===== src/rtl/sr04_dist_uart_sender.sv =====
// Converts each captured SR04 distance (cm) to four ASCII decimal digits and
// streams the text frame "dddd[cm]\r\n" into a UART TX FIFO over push/full.
module sr04_dist_uart_sender #(
    parameter bit SUFFIX_EN = 1'b1
) (
    input  logic        clk,
    input  logic        rst,
    input  logic        i_cal_done,
    input  logic [11:0] i_dist,
    input  logic        i_tx_full,
    output logic        o_push,
    output logic [7:0]  o_tx_data,
    output logic        o_busy,
    output logic        o_send_done
);

    typedef enum logic [1:0] {
        IDLE = 2'd0,
        CONV = 2'd1,
        SEND = 2'd2,
        DONE = 2'd3
    } state_t;

    localparam logic [2:0] LAST_IDX = SUFFIX_EN ? 3'd7 : 3'd5;

    state_t      state;
    state_t      state_nx;
    logic [11:0] bin_q;
    logic [15:0] bcd_q;
    logic [3:0]  step_q;
    logic [2:0]  idx_q;
    logic [15:0] bcd_adj;
    logic [27:0] dd_nx;
    logic [7:0]  frame_byte;

    // One double-dabble step: add 3 to every nibble >= 5, then shift {bcd,bin} left.
    always_comb begin
        bcd_adj = bcd_q;
        for (int i = 0; i < 4; i++) begin
            if (bcd_q[4*i +: 4] >= 4'd5) begin
                bcd_adj[4*i +: 4] = bcd_q[4*i +: 4] + 4'd3;
            end
        end
        dd_nx = {bcd_adj, bin_q} << 1;
    end

    always_comb begin
        frame_byte = 8'h00;
        case (idx_q)
            3'd0: frame_byte = {4'h3, bcd_q[15:12]};
            3'd1: frame_byte = {4'h3, bcd_q[11:8]};
            3'd2: frame_byte = {4'h3, bcd_q[7:4]};
            3'd3: frame_byte = {4'h3, bcd_q[3:0]};
            3'd4: frame_byte = SUFFIX_EN ? 8'h63 : 8'h0D;
            3'd5: frame_byte = SUFFIX_EN ? 8'h6D : 8'h0A;
            3'd6: frame_byte = 8'h0D;
            3'd7: frame_byte = 8'h0A;
            default: frame_byte = 8'h00;
        endcase
    end

    always_comb begin
        state_nx    = state;
        o_push      = 1'b0;
        o_tx_data   = 8'h00;
        o_busy      = (state != IDLE);
        o_send_done = 1'b0;
        case (state)
            IDLE: if (i_cal_done) state_nx = CONV;
            CONV: if (step_q == 4'd11) state_nx = SEND;
            SEND: begin
                o_push    = !i_tx_full;
                o_tx_data = frame_byte;
                if (!i_tx_full && idx_q == LAST_IDX) state_nx = DONE;
            end
            DONE: begin
                o_send_done = 1'b1;
                state_nx    = IDLE;
            end
            default: state_nx = IDLE;
        endcase
    end

    always_ff @(posedge clk or posedge rst) begin
        if (rst) begin
            state <= IDLE;
        end else begin
            state <= state_nx;
        end
    end

    // Datapath; pulses outside IDLE never touch the latched sample.
    always_ff @(posedge clk or posedge rst) begin
        if (rst) begin
            bin_q  <= 12'd0;
            bcd_q  <= 16'd0;
            step_q <= 4'd0;
            idx_q  <= 3'd0;
        end else begin
            case (state)
                IDLE: begin
                    if (i_cal_done) begin
                        bin_q  <= i_dist;
                        bcd_q  <= 16'd0;
                        step_q <= 4'd0;
                        idx_q  <= 3'd0;
                    end
                end
                CONV: begin
                    {bcd_q, bin_q} <= dd_nx;
                    step_q         <= step_q + 4'd1;
                    idx_q          <= 3'd0;
                end
                SEND: begin
                    if (o_push) idx_q <= idx_q + 3'd1;
                end
                default: ;
            endcase
        end
    end

endmodule


===== config.mk =====
export PLATFORM = sky130hd
export DESIGN_NAME = sr04_dist_uart_sender
export DESIGN_NICKNAME = d
export VERILOG_FILES = /design/src/rtl/sr04_dist_uart_sender.sv
export SDC_FILE = /design/constraint.sdc
export NUM_CORES = 1
export LEC_CHECK = 0
export CORE_ASPECT_RATIO = 1.25
export CORE_UTILIZATION = 35
export DETAILED_ROUTE_END_ITERATION = 16
export PLACE_DENSITY = 0.57
export SYNTH_ARGS = -nofsm -noshare
export SYNTH_HDL_FRONTEND = slang
export SYNTH_SLANG_ARGS = --single-unit

===== constraint.sdc =====
create_clock -name clk -period 1.81 [get_ports clk]
set_clock_uncertainty 0.2 [all_clocks]
set_input_delay 0.2715 -clock clk [delete_from_list [all_inputs] [get_ports clk]]
set_output_delay 0.2715 -clock clk [all_outputs]
set_load 0.01 [all_outputs]

* Yosys cells after proc, flatten, opt, wreduce, memory -nomap -nowiden
Cells that the tools add are included.
** Word-level totals
- Output and inout bits :: 11
- Word-level logic and storage cells :: 61
- Flip-flop bits (word level) :: 37
- Input bits :: 16
** Operators by class
- Multiplexer cells :: 21
- Equality and inequality tests :: 15
- Add/subtract/negate cells :: 6
- $lt $le $gt $ge :: 4
- Reduce and logical (&&, ||, !) cells :: 10
** Operators with widths (count)
- $pmux 8 s8 :: 1
- $pmux 16 s2 :: 1
- $pmux 12 s2 :: 1
- $ge 4x3->1 const B :: 4
- $mux 16 :: 1
- $mux 4 :: 4
- $add 4x2->4 const B :: 3
- $eq 3x3->1 const B :: 4
- $mux 12 :: 1
- $mux 3 :: 3
- $pmux 3 s3 :: 1
- $mux 8 :: 1
- $ne 2x2->1 const B :: 4
- $pmux 2 s4 :: 1
- $pmux 4 s2 :: 1
- $eq 3x2->1 const B :: 2
- $mux 2 :: 3
- $reduce_and 3->1 :: 2
- $add 4x1->4 const B :: 1
- $eq 2x2->1 const B :: 2
- $eq 4x4->1 const B :: 1
- $reduce_bool 2->1 :: 2
- $add 3x1->3 const B :: 1
- $add 3x2->3 const B :: 1
- other kinds (9) :: 10

* Logic depth before layout (Yosys ltp)
- Depth after elaboration :: 4
- Depth in mapped cells :: 7
- Depth with buffers taken out :: 6

* Worst setup path before layout
No wires, ideal clock.
- Path type :: flip-flop to output port
- Start point :: reg idx_q[1]
- End point :: out o_tx_data[2]
- Stages on the path, launching flop included :: 6
- Required time :: 1339 ps
- Arrival :: 1551 ps
- Slack :: -213 ps
- Buffers on the path :: 0
- Cell sequence :: dfrtp_1 -> inv_1 -> ha_1 -> or3_1 -> a21boi_0 -> a31oi_1
** On the way
- Cells in the longest elaborated chain, start to end :: 3
- Elaborated cells on any way between the ends :: 10
- Those cells by class :: eq/ne (7); mux (2); reduce/logical (1)
** RTL lines
- from (decl) :: line 31 : logic [2:0] idx_q;
- from (signal assigned) :: line 115 : if (o_push) idx_q <= idx_q + 3'd1;
- $eq 3x3->1 (tied with other cells) :: line 49 : case (idx_q)
- $pmux 8 s8 * :: line 49
- $mux 8 * :: line 68 : case (state)
- to (decl) :: line 12 : output logic [7:0] o_tx_data,
Mark *: on every way between the ends. The rest lies on a longest branch, timed or not. The select of a mux whose other input is x is not followed.

* Worst setup path after layout
- Start point :: reg idx_q[1]
- End point :: out o_tx_data[1]
The elaborated chain is that of the path after synthesis.

==> results.yml <==
sta:
  rsz0062_at_grt: "true"
  period_minus_slack_ns: 2.22
  timing.fmax_ghz: 0.449
  fin_ws_ns: -0.415
  fin_tns_setup_ns: -1.81
  setup_viol: 11
  finalHoldViolCount: 0
  period_share_pct: 123
  maxSlewViolCount: 0
  finalHoldWorstSlack_ns: 0.125
global_route:
  antenna_found_initial: 0
  grt_pass1_wl_um: 9230
  gr-total-overflow: 0
  grt_max_degree: 38
  track_usage_pct: 17.8
  first_global_vias: 2004
drt:
  drtPass1Iterations: 4
  via_per_inst: 5.08
  wl_per_cell_um: 15.0
  drt_iter0_drc: 68
  route.vias.total: 1983
  drc_errors: 0
  drtAntennaViolNets: 0
  drt_wl_total_um: 5830
power:
  power.leakage_nw: 1.64
  power_density_nw_per_um2: 1800
  ir_drop_mv: 0.825
layout:
  syn2layout_area_growth_pct: 60.4
  drive_above_1_share_pct: 48.9
  final_common_cell: "buf_4"
  layout.nets: 341
  mostFrequentLayoutCells: "buf_4, dfrtp_1, clkdlybuf4s50_1, mux2i_1, buf_6"
  final_util_pct: 58.2
  final_cell_area_um2: 3610
  antennaDiodeCount: 0
synth:
  syn_avg_cell_area_um2: 10.0
  synth_compound_area_share_pct: 19.8
  syn_nets: 260
  yosys.area_share.simple_pct: 10.6
  yosysSeqAreaShare_pct: 41.1
  ys_ff_latch: 37
  synth-edff-count: 0
  synth_area_leader_cell: "dfrtp_1"
  synthCells: 224
  synth_ff_type: "dfrtp_1"
  async_flop_share_pct: 100
  syn_area_um2: 2250
  synth_xor_xnor_area_share_pct: 1.56
  synthMuxAreaShare_pct: 10.5
  yosys.cell_types.count: 38
  yosys_warnings: 0
  yosys-top-cells-area: "dfrtp_1, ha_1, mux2i_1"
  synth_top_family_by_area: "compound AO/OA/AOI/OAI gates"
  synthAdderAreaFrac_pct: 11.1
  synth_top_area_share_pct: 41.1
setup_path:
  crit_path_end_kind: "output port"
  r2r_cells: 7
  slowest_delay_ns: 0.41
  r2r-start: "state[0]$_DFFE_PP0P_"
  worst-setup-path-type: "flip-flop to output port"
  cp_slowest_cell: "dfrtp_1"
  cp-start-kind: "flip-flop"
  reg2reg_slack_ns: -0.07
  timing.rr.end: "step_q[2]$_DFFE_PP0P_"
  path_cells: "inv_2 > ha_4 > or3_4 > buf_6 > o211a_1 > buf_2"
  crit_required_ns: 1.34
  path_max_fanout: 5
  cp.arrival_ns: 1.75
floorplan:
  die-height_um: 91.7
  pin_count: 27
  die_w_um: 73.7
  die-area_um2: 6760
  start_util_pct: 36.3
  placementRows: 32
  core-area_um2: 6210
cts:
  cts_tree: "built"
  cts_root_buffer: "clkbuf_8"
  htree_levels: 2
  cts_inserted_buffers: 5
  cts_sinks: 37
  cts_max_path_buffers: 2
  ctsHoldBuffers: 0
  clkLatencyLatePin_ns: 0.30
  clk_pin_slew_worst_paths_ns: 0.08
placement:
  port_buffers: 25
  post-place-ws_ns: -0.506
  placed_cell_area_um2: 2930
  place_hpwl_um: 3660
  routabilityCongestion: 0.795
run_status:
  violations: "setup timing"
  status: "complete, but fails checks"
run:
  maxCapViolations: 0
worst_hold_path:
  hp-class: "input port to async pin"
[cell usage after synthesis (all sizes together) (3+ instances only)]
master   n
a21boi   3
a21oi    8
a22o     8
a32o     4
buf      7
clkbuf   4
dfrtp   37
ha      20
inv     15
mux2     3
mux2i   19
nand2   20
nand2b  11
nor2     3
nor3b    3
o21ai   23
o22ai    7
o31ai    4
xnor2    4
[worst max-delay path, delay by kind of cell, from the launching register on]
| kind | cells | cell delay [ns] |
|---|---|---|
| buf+inv | 3 | 0.33 |
| simple gates | 1 | 0.35 |
| compound gates | 1 | 0.19 |
| flops | 1 | 0.41 |
| fa+ha+maj | 1 | 0.17 |
[report_power, final]
| group | internal, mW | leakage, nW | total (mW) | switching, mW |
|---|---|---|---|---|
| Combinational | 2.40 | 1.11 | 4.42 | 2.02 |
| Clock | 0.302 | 0.0443 | 0.597 | 0.295 |
| Sequential | 1.17 | 0.484 | 1.48 | 0.305 |
| Total | 3.87 | 1.64 | 6.49 | 2.62 |
[final cells by class]
class,count,area [um2]
inverters,15,61.3
flip-flops and latches,37,926
repair buffers,84,826
multi-input cells,162,1610
clock buffers,7,86.3
well taps,85,106
fillers,526,2590
[worst max path at each step]
stage,from,end,cells after the start
floorplan,idx_q[1]$_DFFE_PP0P_,o_tx_data[2],5
global placement,idx_q[0]$_DFFE_PP0P_,o_tx_data[1],6
detailed placement,idx_q[0]$_DFFE_PP0P_,o_tx_data[1],6
CTS,idx_q[1]$_DFFE_PP0P_,o_tx_data[1],6
global route,idx_q[1]$_DFFE_PP0P_,o_tx_data[2],7
finish,idx_q[1]$_DFFE_PP0P_,o_tx_data[1],6
[metal layers]
layer  vias to the layer above  routed length, um  track usage [%]
met5                         -                  0                0
met3                         5                105             2.97
li1                        965                  -                -
met4                         0                 77             5.77
met1                       988               2500             21.5
met2                        25               3150             31.6
[cells by family (layout without fill, tap and decap cells)]
kind of cell               count (synthesis)  count (layout)
AOI/OAI and AO/OA                         67              67
and+or+nand+nor                           47              47
DFF                                       37              37
buffers and inverters                     26             106
muxes                                     22              23
adders and majority gates                 20              20
xor gates and xnor gates                   4               4
other                                      1               1
[sequential cells by signal, indices dropped and copies added (netlist names)]
| name | cells |
|---|---|
| idx_q | 3 |
| bin_q | 12 |
| bcd_q | 16 |
| state | 2 |
| step_q | 4 |
[metrics by stage]
stage | power [mW] | instances
after floorplan | 3.25 | 224
after global placement | 4.27 | 365
after detailed placement | 4.32 | 365
after CTS | 5.71 | 384
after global routing | 6.93 | 390
final | 6.49 | 390
[repair_timing]
| item | CTS | global route |
|---|---|---|
| setup endpoints to repair | 46 | 42 |
| gates resized for setup | 100 | 57 |
| endpoints found under the hold margin | 0 | 0 |
| setup buffers | 12 | 5 |
| pin swaps | 12 | 22 |
| cloned | 2 | 3 |
(Power assumes the default switching activity.)
